==> src/rtl/fetch_pkg.sv <==
// Shared definitions for the instruction fetch sequencer: state encoding
// and the default boot address.
package fetch_pkg;

    typedef enum logic [1:0] {
        ST_LOAD  = 2'd0,
        ST_REQ   = 2'd1,
        ST_VALID = 2'd2,
        ST_ERR   = 2'd3
    } fetch_state_e;

    localparam logic [31:0] DEFAULT_RESET_VECTOR = 32'h0000_0000;

endpackage

==> src/rtl/instruction_fetch.sv <==
// Fetch sequencer: steers the external PC, fetches one word per PC over a
// req/ack bus and hands it to decode over valid/ready, honouring redirects.
module instruction_fetch
    import fetch_pkg::*;
#(
    parameter logic [31:0] RESET_VECTOR = DEFAULT_RESET_VECTOR,
    parameter int          TIMEOUT      = 256,
    parameter int          CNT_W        = 9
) (
    input  logic        i_clk,
    input  logic        i_rst_n,
    input  logic [31:0] i_PC,
    output logic        o_load_PC,
    output logic        o_jump_DV,
    output logic [31:0] o_jump_address,
    output logic        o_mem_rd,
    output logic [31:0] o_mem_addr,
    input  logic [31:0] i_mem_data,
    input  logic        i_mem_ack,
    output logic [31:0] o_instr,
    output logic [31:0] o_instr_PC,
    output logic        o_instr_DV,
    input  logic        i_instr_ready,
    input  logic        i_redirect_DV,
    input  logic [31:0] i_redirect_addr,
    output logic        o_fetch_err
);

    localparam logic [CNT_W-1:0] TIMEOUT_LAST = CNT_W'(TIMEOUT - 1);

    fetch_state_e     state_r;
    fetch_state_e     state_s;
    logic             pending_vld_r;
    logic [31:0]      pending_addr_r;
    logic [CNT_W-1:0] cnt_r;
    logic             accept_s;

    // A fetch is only kept when no redirect is pending or arriving with the ack.
    assign accept_s = (state_r == ST_REQ) && i_mem_ack && !pending_vld_r && !i_redirect_DV;

    // State register.
    always_ff @(posedge i_clk or negedge i_rst_n) begin
        if (!i_rst_n) begin
            state_r <= ST_LOAD;
        end else begin
            state_r <= state_s;
        end
    end

    // Next-state decode.
    always_comb begin
        state_s = state_r;
        case (state_r)
            ST_LOAD: begin
                state_s = ST_REQ;
            end
            ST_REQ: begin
                if (i_mem_ack) begin
                    state_s = accept_s ? ST_VALID : ST_LOAD;
                end else if (cnt_r == TIMEOUT_LAST) begin
                    state_s = ST_ERR;
                end else begin
                    state_s = ST_REQ;
                end
            end
            ST_VALID: begin
                if (i_redirect_DV || i_instr_ready) begin
                    state_s = ST_LOAD;
                end else begin
                    state_s = ST_VALID;
                end
            end
            ST_ERR: begin
                state_s = ST_ERR;
            end
            default: begin
                state_s = ST_ERR;
            end
        endcase
    end

    // Output decode; the reset state is LOAD, so the PC is loaded out of reset.
    always_comb begin
        o_load_PC      = 1'b0;
        o_jump_DV      = 1'b0;
        o_jump_address = 32'h0000_0000;
        o_mem_rd       = 1'b0;
        o_mem_addr     = 32'h0000_0000;
        o_fetch_err    = 1'b0;
        case (state_r)
            ST_LOAD: begin
                o_load_PC      = 1'b1;
                o_jump_DV      = pending_vld_r;
                o_jump_address = pending_addr_r;
            end
            ST_REQ: begin
                o_mem_rd   = 1'b1;
                o_mem_addr = i_PC;
            end
            ST_VALID: begin
                o_mem_rd = 1'b0;
            end
            ST_ERR: begin
                o_fetch_err = 1'b1;
            end
            default: begin
                o_fetch_err = 1'b1;
            end
        endcase
    end

    // Pending redirect: a redirect arriving in LOAD outlives that LOAD's clear.
    always_ff @(posedge i_clk or negedge i_rst_n) begin
        if (!i_rst_n) begin
            pending_vld_r  <= 1'b1;
            pending_addr_r <= RESET_VECTOR;
        end else if (i_redirect_DV && (state_r != ST_ERR)) begin
            pending_vld_r  <= 1'b1;
            pending_addr_r <= i_redirect_addr;
        end else if (state_r == ST_LOAD) begin
            pending_vld_r  <= 1'b0;
        end else begin
            pending_vld_r  <= pending_vld_r;
        end
    end

    // Ack timeout counter, running only while a request is outstanding.
    always_ff @(posedge i_clk or negedge i_rst_n) begin
        if (!i_rst_n) begin
            cnt_r <= {CNT_W{1'b0}};
        end else if (state_r == ST_REQ) begin
            cnt_r <= cnt_r + CNT_W'(1);
        end else begin
            cnt_r <= {CNT_W{1'b0}};
        end
    end

    // Decode-facing instruction register.
    always_ff @(posedge i_clk or negedge i_rst_n) begin
        if (!i_rst_n) begin
            o_instr    <= 32'h0000_0000;
            o_instr_PC <= 32'h0000_0000;
            o_instr_DV <= 1'b0;
        end else begin
            if (accept_s) begin
                o_instr    <= i_mem_data;
                o_instr_PC <= i_PC;
            end
            o_instr_DV <= (state_s == ST_VALID);
        end
    end

endmodule

==> config.mk <==
export PLATFORM = sky130hd
export DESIGN_NAME = instruction_fetch
export DESIGN_NICKNAME = d
export VERILOG_FILES = /design/src/rtl/fetch_pkg.sv /design/src/rtl/instruction_fetch.sv
export SDC_FILE = /design/constraint.sdc
export NUM_CORES = 1
export LEC_CHECK = 0
export CORE_ASPECT_RATIO = 0.75
export CORE_UTILIZATION = 45
export CTS_CLUSTER_SIZE = 12
export DETAILED_ROUTE_END_ITERATION = 12
export PLACE_DENSITY = 0.95
export SETUP_SLACK_MARGIN = 0.5
export SLEW_MARGIN = 20
export SYNTH_ARGS = -nofsm -noshare
export SYNTH_HDL_FRONTEND = slang
export SYNTH_SLANG_ARGS = --single-unit
==> constraint.sdc <==
create_clock -name i_clk -period 3.55 [get_ports i_clk]
set_input_delay 0.5325 -clock i_clk [delete_from_list [all_inputs] [get_ports i_clk]]
set_output_delay 0.5325 -clock i_clk [all_outputs]
set_load 0.02 [all_outputs]
======== Word-level counts from Yosys, hierarchy flattened ========
Index checks and enable logic that the tools add are counted.
word-level totals
  logic and storage cells ................. 37
  bits in writable memories ............... 0
  output and inout bits ................... 133
  bits in latches ......................... 0
  register bits ........................... 109
  memories kept ........................... 0
  ROM bits ................................ 0
  input port bits ......................... 101
cells by class
  bitwise operators ....................... 0
  add/sub/neg operators ................... 1
  equal/unequal tests ..................... 6
  multipliers ............................. 0
  magnitude comparators ................... 0
  shift operators ......................... 0
  reductions and logical operators ........ 9
  divide/modulo/power cells ............... 0
  muxes and demuxes ....................... 14
operators by type and width
  kind                                                  number
  2-to-1 mux 32 bit                                     2
  adder 9 x 1 -> 9 bit (second input constant)          1
  equality test 9 x 8 -> 1 bit (second input constant)  1
  2-to-1 mux 9 bit                                      1
  2-to-1 mux 2 bit                                      4
  case mux 2 bit (4 select lines)                       1
  equality test 2 bit (second input constant)           3
  2-to-1 mux 1 bit                                      6
  logical AND 1 bit                                     4
  equality test 2 x 1 -> 1 bit (second input constant)  1
  zero test 1 bit                                       2
  zero test 2 bit                                       1
  inequality test 2 bit (second input constant)         1
  nonzero test 2 bit                                    1
  logical OR 1 bit                                      1

======== Depth between registers and ports, before layout ========
Gate-level depths: netlist (run 1).
  depth after elaboration ................. 8
  mapped depth ............................ 7
  gate-level depth less buffers ........... 6

======== Worst setup path before layout (run 1) ========
OpenSTA, ideal clock, no wires.
  path type ............................... register to output
  start ................................... register state_r[1]
  end ..................................... output o_mem_addr[22]
  slack ................................... 1.620 ns
  buffers on the path ..................... 2
  arrival time ............................ 1.398 ns
  stages on the path, launching flop included .. 6
  required time ........................... 3.017 ns
  cell sequence ........................... dfrtp_1 nand2b_4 buf_6 inv_8 clkbuf_1 and2_1
on the way
  word-level cells in the longest chain between the ends .. 2
ends and longest elaborated chain
  what                          RTL line                 RTL
  from (decl)                   instruction_fetch.sv:31  fetch_state_e state_r;
  from (signal assigned)        instruction_fetch.sv:46  state_r <= state_s;
  equality test 2 x 1 -> 1 bit  instruction_fetch.sv:90  case (state_r)
  2-to-1 mux 32 bit             instruction_fetch.sv:90
  to (decl)                     instruction_fetch.sv:17  output logic [31:0] o_mem_addr,
No other way between the ends.

======== Worst setup path in the final report (run 1) ========
  start ................................... register state_r[0]
  end ..................................... output o_jump_address[27]
on the way
  word-level cells in the longest chain between the ends .. 2
ends and longest elaborated chain
  what               RTL line                 RTL
  zero test 2 bit    instruction_fetch.sv:90
  2-to-1 mux 32 bit  instruction_fetch.sv:90
  to (decl)          instruction_fetch.sv:15  output logic [31:0] o_jump_address,
No other way between the ends.

==> impl_summary.txt, run 1 <==
----------------------------------------------------
[Setup path]
  Largest fanout on the critical path ... 34
  Data arrival time at the worst-slack endpoint ... 2100 ps
  Cell chain of the critical path ... nor2_1 -> buf_4 -> and2_1 -> clkdlybuf4s50_1
  Required time reported for the critical path endpoint ... 3020 ps
  Worst setup SP type ... flop
  Peak per-stage delay on the critical path ... 620 ps
  Kind of end point of the critical path ... primary output
  Startpoint-to-endpoint class of the critical path ... flop to primary output
  Register-to-Register Setup Slack ... 1480 ps
  Critical-path top delay cell ... sky130_fd_sc_hd__clkdlybuf4s50_1

[Power]
  Worst vdd ir ... roughly 0.59 mV
  Pwr Total ... 6.61 mW
  Power per Cell Area ... 873 mW/mm^2
  P_leak ... 3.36 nW

[Detailed routing]
  Routed len/inst ... 16.6 um
  Wire length after detailed routing ... 11.7 mm
  Number of vias after detailed routing ... ~3400
  Number of design-rule violations left by the first detailed-router iteration ... 145
  DRC ... 0
  Post-route ant nets ... 0
  Vias per cell ... 4.86
  Detailed-routing iteration count for the pre-antenna-repair pass ... 4

[STA]
  Final Setup Violations ... 0
  Number of endpoints with negative hold slack in the final report ... 0
  Final worst path period share ... 74.1%
  Least-Margin Pin Slew ... 808 ps
  Max Slew Vio Count ... 0
  Setup slack after layout ... 920 ps
  RSZ-0062 raised after global routing ... no
  Max-slew headroom at the worst pin ... 46.1%
  Upper clock frequency limit ... 0.380 GHz
  Total Neg Setup Slack ... 0 ps
  Clock period minus final worst setup slack ... 2630 ps
  Hold Slack ... approximately 260 ps
  Final setup skew ... between 5 and 6 ps

[Placed design]
  Cell Area, Placed ... 0.00728 sq mm
  Place WS ... 999 ps
  # placed instances ... between 600 and 700
  Routability-driven placement congestion ratio ... 0.750
  Estimated wirelength of the detail-placed design ... 8.60 mm
  Number of buffers added on ports ... 233

[Clock tree]
  Clock Pin Slew Worst Setup and Hold Paths ... 70 ps
  CTS sink cnt ... roughly 110
  Clk Tree Root Cell ... sky130_fd_sc_hd__clkbuf_16
  Cts bufs inserted ... 9
  Post-cts resize count ... 0
  Total of hold buffers inserted after clock tree synthesis ... 0
  Clock tree from TritonCTS ... done
  Insertion delay to the later sink of the worst-skew pair ... 340 ps
  H-tree lvl count ... 3
  Setup Fix Bufs, Post-CTS ... 0
  Maximum clock path buffer count ... 2

[Floorplan]
  Cell row count ... 32
  Vertical die dimension ... 92.9 um
  Starting density of the core ... 47.3%
  Die X ... 123 um
  Overall die area ... 0.0115 sq mm
  Core Area ... 0.0105 sq mm
  Top-level I/O count ... 234

[Global routing]
  Initial antenna violation count ... 0
  GR Util All Layers ... 20.5%
  Wire length of the first global-routing pass ... 18.0 mm
  Vias in the first global route ... 3639
  Total congestion overflow ... 0
  Maximum number of pins on one net before global-route repair ... 94

[Synth]
  Xor/xnor share of the synthesized area ... less than 1%
  Compound-gate portion of the synthesized area ... 1.08%
  Post-Synth Adder-Cell Area ... less than 1%
  Post-synthesis area per instance ... 14.9 sq um
  Main combinational cell family by area after synthesis ... multiplexers
  Number of register bits inferred by synthesis ... 109
  Cell Area, Synth ... 0.00496 sq mm
  Synth Instances ... 334
  Warnings, synthesis ... 0
  Post-synthesis simple-gate area fraction ... 11.8%
  Synthesized netlist net count ... 437
  Count of distinct cell types in the synthesized netlist ... 31
  Sequential share of the synthesized area ... 55.0%
  Portion of netlist area occupied by mux cells ... 26.5%

[Layout]
  ANT cells ... 0
  Design area ... 0.00757 sq mm
  Number of cells in the finished layout apart from fillers ... 704
  Most common cell after layout, fill and taps aside ... sky130_fd_sc_hd__clkdlybuf4s50_1
  NumNets Final ... 666
  Most used cells in the layout excluding fill and tap cells ... sky130_fd_sc_hd__clkdlybuf4s50_1, sky130_fd_sc_hd__dfrtp_1, sky130_fd_sc_hd__and2_1
  Area grow syn2layout ... 52.5%
  Proportion of layout cells with a drive suffix above 1 ... 21.5%
  Final core occ ... 72.1%

[Outcome]
  Result of the run ... completed

[Worst hold path]
  Min-delay worst type ... input pin to asynchronous set/reset pin

[Flow run]
  Max-cap violations ... 0

----------------------------------------------------
[path summary, 6_finish.rpt]
kind,end,cells past startpoint,startpoint
worst min-delay path,pending_addr_r[10]$_DFFE_PN0P_,1,i_rst_n
worst max-delay path,o_jump_address[27],4,state_r[0]$_DFF_PN0_
worst min register to register,cnt_r[0]$_DFF_PN0_,1,cnt_r[0]$_DFF_PN0_
worst max register to register,pending_addr_r[14]$_DFFE_PN0P_,4,state_r[1]$_DFF_PN0_
max in group asynchronous,o_instr_PC[16]$_DFFE_PN0N_,2,i_rst_n
min in group i_clk,cnt_r[0]$_DFF_PN0_,1,cnt_r[0]$_DFF_PN0_
[state kept, by name, summed over array words and instances, names as in the netlist]
name	cells
o_instr	32
o_instr_PC	32
pending_addr_r	32
cnt_r	9
state_r	2
o_instr_DV	1
pending_vld_r	1
[cell type report]
class / count / area (sq um)
Timing Repair Buffer: 236 / 2360
Sequential cell: 109 / 2730
Fill cell: 699 / 2920
Tap cell: 136 / 170
Multi-Input combinational cell: 204 / 2010
Inverter: 3 / 18.8
Clock buffer: 9 / 225
Clock inverter: 7 / 56.3
[layer usage]
metal	vias to the layer above	track usage, %	part of all wire, %
met2	122	36.3	53
li1	1589	-	-
met1	1699	24.8	41
met3	12	4.93	4.9
met4	0	5.32	0.99
met5	-	0	0
[worst max-delay path, delay by kind of cell (launching register included)]
family                 cells  cell delay (ps)
buffers and inverters      2              920
DFF                        1              490
and+or+nand+nor            2              340
[cells by family after synthesis]
kind of cell,after synthesis
AO/OA/AOI/OAI,9
XOR/XNOR,3
adder cells (fa/ha/maj),2
buffers and inverters,21
flip-flops,109
multiplexers,97
AND/OR/NAND/NOR,93
[Yosys cell counts]
cell,number,share of area (%)
sky130_fd_sc_hd__a21oi_1,3,0.30
sky130_fd_sc_hd__a31oi_1,1,0.13
sky130_fd_sc_hd__and2_1,66,8.3
sky130_fd_sc_hd__buf_12,6,2.4
sky130_fd_sc_hd__buf_4,1,0.15
sky130_fd_sc_hd__buf_6,5,1.1
sky130_fd_sc_hd__clkbuf_1,6,0.45
sky130_fd_sc_hd__dfrtp_1,108,54
sky130_fd_sc_hd__dfstp_2,1,0.53
sky130_fd_sc_hd__ha_1,2,0.50
sky130_fd_sc_hd__inv_1,2,0.15
sky130_fd_sc_hd__inv_8,1,0.23
sky130_fd_sc_hd__mux2_2,36,8.2
sky130_fd_sc_hd__mux2_4,60,18
sky130_fd_sc_hd__mux2i_1,1,0.20
sky130_fd_sc_hd__nand2_1,2,0.15
sky130_fd_sc_hd__nand2_8,1,0.40
sky130_fd_sc_hd__nand2b_4,1,0.28
sky130_fd_sc_hd__nand3_1,4,0.40
sky130_fd_sc_hd__nand4_1,1,0.13
sky130_fd_sc_hd__nor2_1,8,0.61
sky130_fd_sc_hd__nor2b_1,3,0.38
sky130_fd_sc_hd__nor3_1,1,0.10
sky130_fd_sc_hd__nor3b_1,2,0.30
sky130_fd_sc_hd__nor3b_4,1,0.38
sky130_fd_sc_hd__o21ai_0,3,0.30
sky130_fd_sc_hd__o21bai_1,1,0.15
sky130_fd_sc_hd__o32a_1,1,0.20
sky130_fd_sc_hd__or3_1,3,0.38
sky130_fd_sc_hd__xnor2_1,1,0.18
sky130_fd_sc_hd__xor2_1,2,0.35
[where the power goes]
part | switching, mW | total, mW | internal, mW
clock network | 0.457 | 0.943 | 0.486
registers | 0.305 | 2.05 | 1.74
logic | 1.64 | 3.62 | 1.98
total | 2.40 | 6.61 | 4.21
Power figures use the tool's default switching activity.
==> inputs of run 2 (changes only) <==
--- a/config.mk
+++ b/config.mk
@@ -6,10 +6,10 @@
 export NUM_CORES = 1
 export LEC_CHECK = 0
 export CORE_ASPECT_RATIO = 0.75
-export CORE_UTILIZATION = 45
+export CORE_UTILIZATION = 41
 export CTS_CLUSTER_SIZE = 12
 export DETAILED_ROUTE_END_ITERATION = 12
-export PLACE_DENSITY = 0.95
+export PLACE_DENSITY = 0.88
 export SETUP_SLACK_MARGIN = 0.5
 export SLEW_MARGIN = 20
 export SYNTH_ARGS = -nofsm -noshare
==> constraint.sdc (replaced) <==
create_clock -name i_clk -period 2.66 [get_ports i_clk]
set_input_delay 0.399 -clock i_clk [delete_from_list [all_inputs] [get_ports i_clk]]
set_output_delay 0.399 -clock i_clk [all_outputs]
set_load 0.02 [all_outputs]
==> impl_summary.txt, run 2 (same netlist as run 1, synthesis figures left out) <==
----------------------------------------------------
[Layout]
  Design area ... 0.00765 sq mm (+1.1%)
  Proportion of layout cells with a drive suffix above 1 ... 23.0% (+1.6 points)
  Sequential cell area in the final layout ... 0.00273 sq mm (about the same)
  Footprint of the multi-input gates ... 0.00201 sq mm (+0.12%)
  NumNets Final ... 671 (+0.75%)
  Most used cells in the layout excluding fill and tap cells ... sky130_fd_sc_hd__clkdlybuf4s50_1, sky130_fd_sc_hd__dfrtp_1, sky130_fd_sc_hd__and2_1
  Final core occ ... 65.4% (-6.8 points)
  Layout filler cell count ... 871 (+25%)
  Most common cell after layout, fill and taps aside ... sky130_fd_sc_hd__clkdlybuf4s50_1
  Area grow syn2layout ... 54.1%
  ANT cells ... 0 (unchanged)
  Number of cells in the finished layout apart from fillers ... 735 (+4.4%)
  Largest registers ... o_instr x32, o_instr_PC x32, pending_addr_r x32

[Clock tree]
  Maximum clock path buffer count ... 2 (unchanged)
  Cts bufs inserted ... 9 (unchanged)
  Clock Pin Slew Worst Setup and Hold Paths ... 70 ps (about the same)
  CTS sink cnt ... 109 (unchanged)
  Setup Fix Bufs, Post-CTS ... 0 (unchanged)
  Clk Tree Root Cell ... sky130_fd_sc_hd__clkbuf_16
  Insertion delay to the later sink of the worst-skew pair ... 340 ps (about the same)
  Clock tree from TritonCTS ... done
  H-tree lvl count ... 3 (unchanged)

[Setup path]
  Launching point of the worst reg2reg path ... state_r[1]$_DFF_PN0_
  Startpoint-to-endpoint class of the critical path ... flop to primary output
  Reg-to-reg critical path endpoint ... o_instr[31]$_DFFE_PN0N_
  Crit path max-delay family ... buffers and inverters
  Cell chain of the critical path ... nand2b_4 -> inv_12 -> and2_1 -> dlygate4sd2_1
  Register-to-Register Setup Slack ... 720 ps (-760 ps)
  Largest fanout on the critical path ... 35 (+2.9%)
  Data arrival time at the worst-slack endpoint ... 1690 ps (-410 ps)
  Worst setup SP type ... flop
  Critical-path top delay cell ... sky130_fd_sc_hd__dfrtp_2
  Worst Path Buf+Inv ... 2 (unchanged)
  Worst Setup SP ... state_r[1]$_DFF_PN0_
  R2R depth ... 5 (+1)
  Kind of end point of the critical path ... primary output
  Required time reported for the critical path endpoint ... 2260 ps (-760 ps)
  Peak per-stage delay on the critical path ... 470 ps (-150 ps)

[STA]
  Least-Margin Pin Slew ... 650 ps (-158 ps)
  Upper clock frequency limit ... 0.479 GHz
  Number of endpoints with negative hold slack in the final report ... 0 (unchanged)
  Final worst path period share ... 78.4%
  Final Setup Violations ... 0 (unchanged)
  Max-slew headroom at the worst pin ... 56.6% (+11 points)
  Final setup skew ... 4.06 ps (-1.56 ps)
  Total Neg Setup Slack ... 0 ps (unchanged)
  RSZ-0062 raised after global routing ... yes
  Max Slew Vio Count ... 0 (unchanged)
  Clock period minus final worst setup slack ... 2090 ps

[Detailed routing]
  Routed len/inst ... 16.0 um (-3.2%)
  DRC ... 0 (unchanged)
  Detailed-routing iteration count for the pre-antenna-repair pass ... 4 (unchanged)
  Wire length after detailed routing ... 11.8 mm (+1.0%)
  Number of design-rule violations left by the first detailed-router iteration ... 146 (+0.69%)
  Post-route ant nets ... 0 (unchanged)
  Number of vias after detailed routing ... 3421 (-0.029%)
  Vias per cell ... 4.65 (-4.2%)

[Floorplan]
  Die X ... 129 um (+4.7%)
  Core Area ... 0.0117 sq mm (+12%)
  Top-level I/O count ... 234 (unchanged)
  Vertical die dimension ... 97.3 um (+4.7%)
  Starting density of the core ... 42.4% (-4.9 points)
  Overall die area ... 0.0126 sq mm (+9.6%)
  Cell row count ... 34 (+6.3%)

[Power]
  Power share of the combinational group ... 52.8% (-1.9 points)
  Switching power total ... 3.21 mW (+34%)
  P_leak ... 3.56 nW (+5.9%)
  Switching power share of the total ... 36.6% (+0.27 points)
  Power per Cell Area ... 1150 mW/mm^2 (+31%)
  Sequential group share of total power ... 31.4% (+0.4 points)
  Worst vdd ir ... 0.639 mV (+8.6%)
  Relative contribution of the clock network to total power ... 15.8% (+1.5 points)
  Internal power summed over all cells ... 5.55 mW (+32%)

[Global routing]
  Total congestion overflow ... 0 (unchanged)
  Initial antenna violation count ... 0 (unchanged)
  Vias in the first global route ... 3684 (+1.2%)
  GR Util All Layers ... 19.7% (-0.75 points)
  Wire length of the first global-routing pass ... 19.1 mm (+5.9%)
  Maximum number of pins on one net before global-route repair ... 59 (-37%)

[Placed design]
  # placed instances ... 717 (+4.2%)
  Number of buffers added on ports ... 233 (unchanged)
  Estimated wirelength of the detail-placed design ... 8.47 mm (-1.4%)
  Cell Area, Placed ... 0.00736 sq mm (+1.1%)
  Routability-driven placement congestion ratio ... 0.773 (+3.1%)

[Outcome]
  Result of the run ... completed

[Worst hold path]
  Min-delay worst type ... input pin to asynchronous set/reset pin

[Flow run]
  Max-cap violations ... 0 (unchanged)

----------------------------------------------------
## run 2: metrics by stage
step                      total power [mW]  hold WS (ps)  setup WS [ps]
final                                 8.76           461            574
after global routing                  9.22           477            491
after CTS                             8.83           437            498
after detailed placement              7.61           268            442
after global placement                7.48           262            489
after floorplan                       5.43           103            863
## run 2: what timing repair did
item	4_1_cts	5_1_grt
endpoints found under the hold margin	13	0
resized for setup	75	35
setup endpoints to repair	66	38
gates cloned	1	0
hold buffers	1	0
## run 2: final cells by class
cell class / count / area share (%)
inverters: 3 / 0.311
multi-input cells: 204 / 26.3
flip-flops and latches: 109 / 35.7
repair buffers: 241 / 30.9
clock buffers: 12 / 3.35
well taps: 162 / 2.65
clock inverters: 4 / 0.720
## run 2: worst max path at each step
stage                              end  cells past startpoint
6_report                o_mem_addr[11]                      4
2_1_floorplan           o_mem_addr[22]                      5
3_5_place_dp   o_instr[31]$_DFFE_PN0N_                      5
3_3_place_gp   o_instr[31]$_DFFE_PN0N_                      5
4_1_cts              o_jump_address[5]                      4
5_1_grt                  o_mem_addr[1]                      4
## run 2: routing by layer
layer  part of all wire, %  track usage [%]  vias to the layer above
li1                      -                -                     1593
met1                    43             24.5                     1674
met2                    49             33.6                      145
met3                   7.6             5.95                        9
met4                  0.84             4.62                        0
met5                     0                0                        -
## run 2: power by group through the flow
stage	Clock, mW	Combinational [mW]	Sequential (mW)
after floorplan	0	2.16	3.27
after global placement	0	4.75	2.73
after detailed placement	0	4.85	2.76
after CTS	1.43	4.64	2.76
after global routing	1.49	4.90	2.84
final	1.38	4.62	2.76
## run 2: worst reg2reg max path, cell delays in order (launching register included)
cell and delay, ps:
sky130_fd_sc_hd__dfrtp_2 460, sky130_fd_sc_hd__nand2b_4 260, sky130_fd_sc_hd__inv_12 100, sky130_fd_sc_hd__nand2_8 60, sky130_fd_sc_hd__buf_4 510, sky130_fd_sc_hd__mux2_2 440
==> inputs of run 3 (changes only) <==
==> constraint.sdc (replaced) <==
create_clock -name i_clk -period 2.05 [get_ports i_clk]
set_input_delay 0.3075 -clock i_clk [delete_from_list [all_inputs] [get_ports i_clk]]
set_output_delay 0.3075 -clock i_clk [all_outputs]
set_load 0.02 [all_outputs]
==> impl_summary.txt, run 3 (same netlist as run 1, synthesis figures left out) <==
----------------------------------------------------
[STA]
  Total Neg Setup Slack ... 0 ps (unchanged)
  RSZ-0062 raised after global routing ... yes
  Number of endpoints with negative hold slack in the final report ... 0 (unchanged)
  Max Slew Vio Count ... 0 (unchanged)
  Final Setup Violations ... 0 (unchanged)
  Final setup skew ... 7.60 ps (+3.54 ps)
  Max-slew headroom at the worst pin ... 68.4% (+12 points)
  Least-Margin Pin Slew ... 474 ps (-176 ps)
  Upper clock frequency limit ... 0.536 GHz
  Setup slack after layout ... 185 ps (-389 ps)
  Clock period minus final worst setup slack ... 1870 ps
  Final worst path period share ... 91.0%

[Detailed routing]
  Routed len/inst ... 20.6 um (+28%)
  Vias per cell ... 4.93 (+5.9%)
  Post-route ant nets ... 0 (unchanged)
  Wire length after detailed routing ... 16.0 mm (+36%)
  Number of vias after detailed routing ... 3840 (+12%)
  Detailed-routing iteration count for the pre-antenna-repair pass ... 4 (unchanged)
  Number of design-rule violations left by the first detailed-router iteration ... 197 (+35%)
  DRC ... 0 (unchanged)

[Setup path]
  Startpoint-to-endpoint class of the critical path ... flop to primary output
  Data arrival time at the worst-slack endpoint ... 1560 ps (-130 ps)
  Kind of end point of the critical path ... primary output
  Register-to-Register Setup Slack ... 230 ps (-490 ps)
  Largest fanout on the critical path ... 9 (-74%)
  Launching point of the worst reg2reg path ... state_r[1]$_DFF_PN0_
  Worst setup SP type ... flop
  Reg-to-reg critical path endpoint ... pending_addr_r[23]$_DFFE_PN0P_
  Required time reported for the critical path endpoint ... 1740 ps (-520 ps)
  R2R depth ... 7 (+2)

[Clock tree]
  CTS sink cnt ... 109 (unchanged)
  Insertion delay to the later sink of the worst-skew pair ... 350 ps (about the same)
  Clock tree from TritonCTS ... done
  Clock Pin Slew Worst Setup and Hold Paths ... 80 ps (about the same)
  H-tree lvl count ... 3 (unchanged)
  Clk Tree Root Cell ... sky130_fd_sc_hd__clkbuf_16
  Maximum clock path buffer count ... 2 (unchanged)
  Cts bufs inserted ... 9 (unchanged)

[Global routing]
  Vias in the first global route ... 4041 (+9.7%)
  Initial antenna violation count ... 0 (unchanged)
  GR Util All Layers ... 23.4% (+3.7 points)
  Total congestion overflow ... 0 (unchanged)
  Wire length of the first global-routing pass ... 22.2 mm (+17%)
  Maximum number of pins on one net before global-route repair ... 48 (-19%)

[Outcome]
  Result of the run ... completed

[Layout]
  Footprint of the multi-input gates ... 0.00232 sq mm (+15%)
  Largest registers ... o_instr x32, o_instr_PC x32, pending_addr_r x32
  Sequential cell area in the final layout ... 0.00273 sq mm (unchanged)
  Proportion of layout cells with a drive suffix above 1 ... 49.4% (+26 points)
  Layout filler cell count ... 693 (-20%)
  Most common cell after layout, fill and taps aside ... sky130_fd_sc_hd__dfrtp_1
  Most used cells in the layout excluding fill and tap cells ... sky130_fd_sc_hd__dfrtp_1, sky130_fd_sc_hd__clkdlybuf4s50_1, sky130_fd_sc_hd__mux2_4
  ANT cells ... 0 (unchanged)
  Area grow syn2layout ... 78.5%
  NumNets Final ... 715 (+6.6%)
  Final core occ ... 75.7% (+10 points)

[Flow run]
  Max-cap violations ... 0 (unchanged)

[Floorplan]
  Die X ... 129 um (unchanged)
  Overall die area ... 0.0126 sq mm (unchanged)
  Vertical die dimension ... 97.3 um (unchanged)
  Core Area ... 0.0117 sq mm (unchanged)
  Top-level I/O count ... 234 (unchanged)
  Starting density of the core ... 42.4% (unchanged)
  Cell row count ... 34 (unchanged)

[Power]
  Power per Cell Area ... 1530 mW/mm^2 (+34%)
  P_leak ... 4.66 nW (+31%)
  Worst vdd ir ... 0.918 mV (+44%)

[Placed design]
  Number of buffers added on ports ... 233 (unchanged)
  Place WS ... 56.0 ps (-386 ps)
  Routability-driven placement congestion ratio ... 0.744 (-3.7%)
  Estimated wirelength of the detail-placed design ... 8.84 mm (+4.4%)

[Worst hold path]
  Min-delay worst type ... input pin to asynchronous set/reset pin

----------------------------------------------------
## run 3: cell types whose count changed in the layout (fill, tap and decap cells not counted), moves of 8 or more
cell / change
sky130_fd_sc_hd__clkdlybuf4s15_1: -28
sky130_fd_sc_hd__buf_16: +8
sky130_fd_sc_hd__and2_4: +62
sky130_fd_sc_hd__mux2_2: -30
sky130_fd_sc_hd__buf_4: +10
sky130_fd_sc_hd__dlymetal6s2s_1: +37
sky130_fd_sc_hd__mux2_4: +30
sky130_fd_sc_hd__and2_1: -62
sky130_fd_sc_hd__buf_6: +73
sky130_fd_sc_hd__clkdlybuf4s50_1: -66
## run 3: worst max-delay path by stage
stage                          from                       to  slack (ps)
2_1_floorplan  state_r[1]$_DFF_PN0_           o_mem_addr[22]         500
3_3_place_gp          i_redirect_DV  o_instr[15]$_DFFE_PN0N_         110
3_5_place_dp          i_redirect_DV  o_instr[17]$_DFFE_PN0N_          60
4_1_cts        state_r[1]$_DFF_PN0_           o_mem_addr[28]         230
5_1_grt        state_r[0]$_DFF_PN0_       o_jump_address[16]         140
6_report       state_r[0]$_DFF_PN0_       o_jump_address[16]         180
## run 3: layer usage
layer / track usage (%) / wire (um) / vias up
li1: - / - / 1694
met1: 28.4 / 6430 / 1955
met2: 41.4 / 8460 / 160
met3: 5.29 / 854 / 31
met4: 6.79 / 298 / 0
met5: 0 / 0 / -
## run 3: power breakdown
part | leakage (nW) | switching [mW] | total, mW | internal, mW
clock network | 0.138 | 0.860 | 1.72 | 0.858
registers | 1.32 | 0.571 | 3.59 | 3.02
logic | 3.20 | 3.66 | 8.27 | 4.61
## run 3: what timing repair did
action,4_1_cts,5_1_grt
buffers inserted,14,10
gates cloned,11,8
setup endpoints to repair,223,203
resized for setup,482,121
hold buffers,1,0
pin swaps,37,13
hold endpoints to repair,30,0
## run 3: per-stage QoR
| stage | hold slack, ps | total power, mW | cell area [sq um] | instances |
|---|---|---|---|---|
| floorplan | 11.9 | 7.06 | 4970 | 334 |
| global placement | 286 | 9.77 | 7430 | 719 |
| detailed placement | 290 | 9.94 | 7430 | 719 |
| CTS | 457 | 12.9 | 8220 | 761 |
| global route | 491 | 14.1 | 8860 | 779 |
| finish | 470 | 13.6 | 8860 | 779 |
## run 3: critical path: stages (launching register included)
cell	delay [ps]
sky130_fd_sc_hd__dfrtp_2	460
sky130_fd_sc_hd__nor2_4	190
sky130_fd_sc_hd__buf_6	160
sky130_fd_sc_hd__buf_12	130
sky130_fd_sc_hd__and2_1	140
sky130_fd_sc_hd__buf_6	120
## run 3: area by class of cell
cell class,instances,area share [%]
timing repair buffer,279,36.5
sequential,109,30.8
multi-input combinational,205,26.2
clock buffer,9,2.54
tap,162,2.29
clock inverter,7,0.749
timing repair inverter,5,0.636
inverter,3,0.268
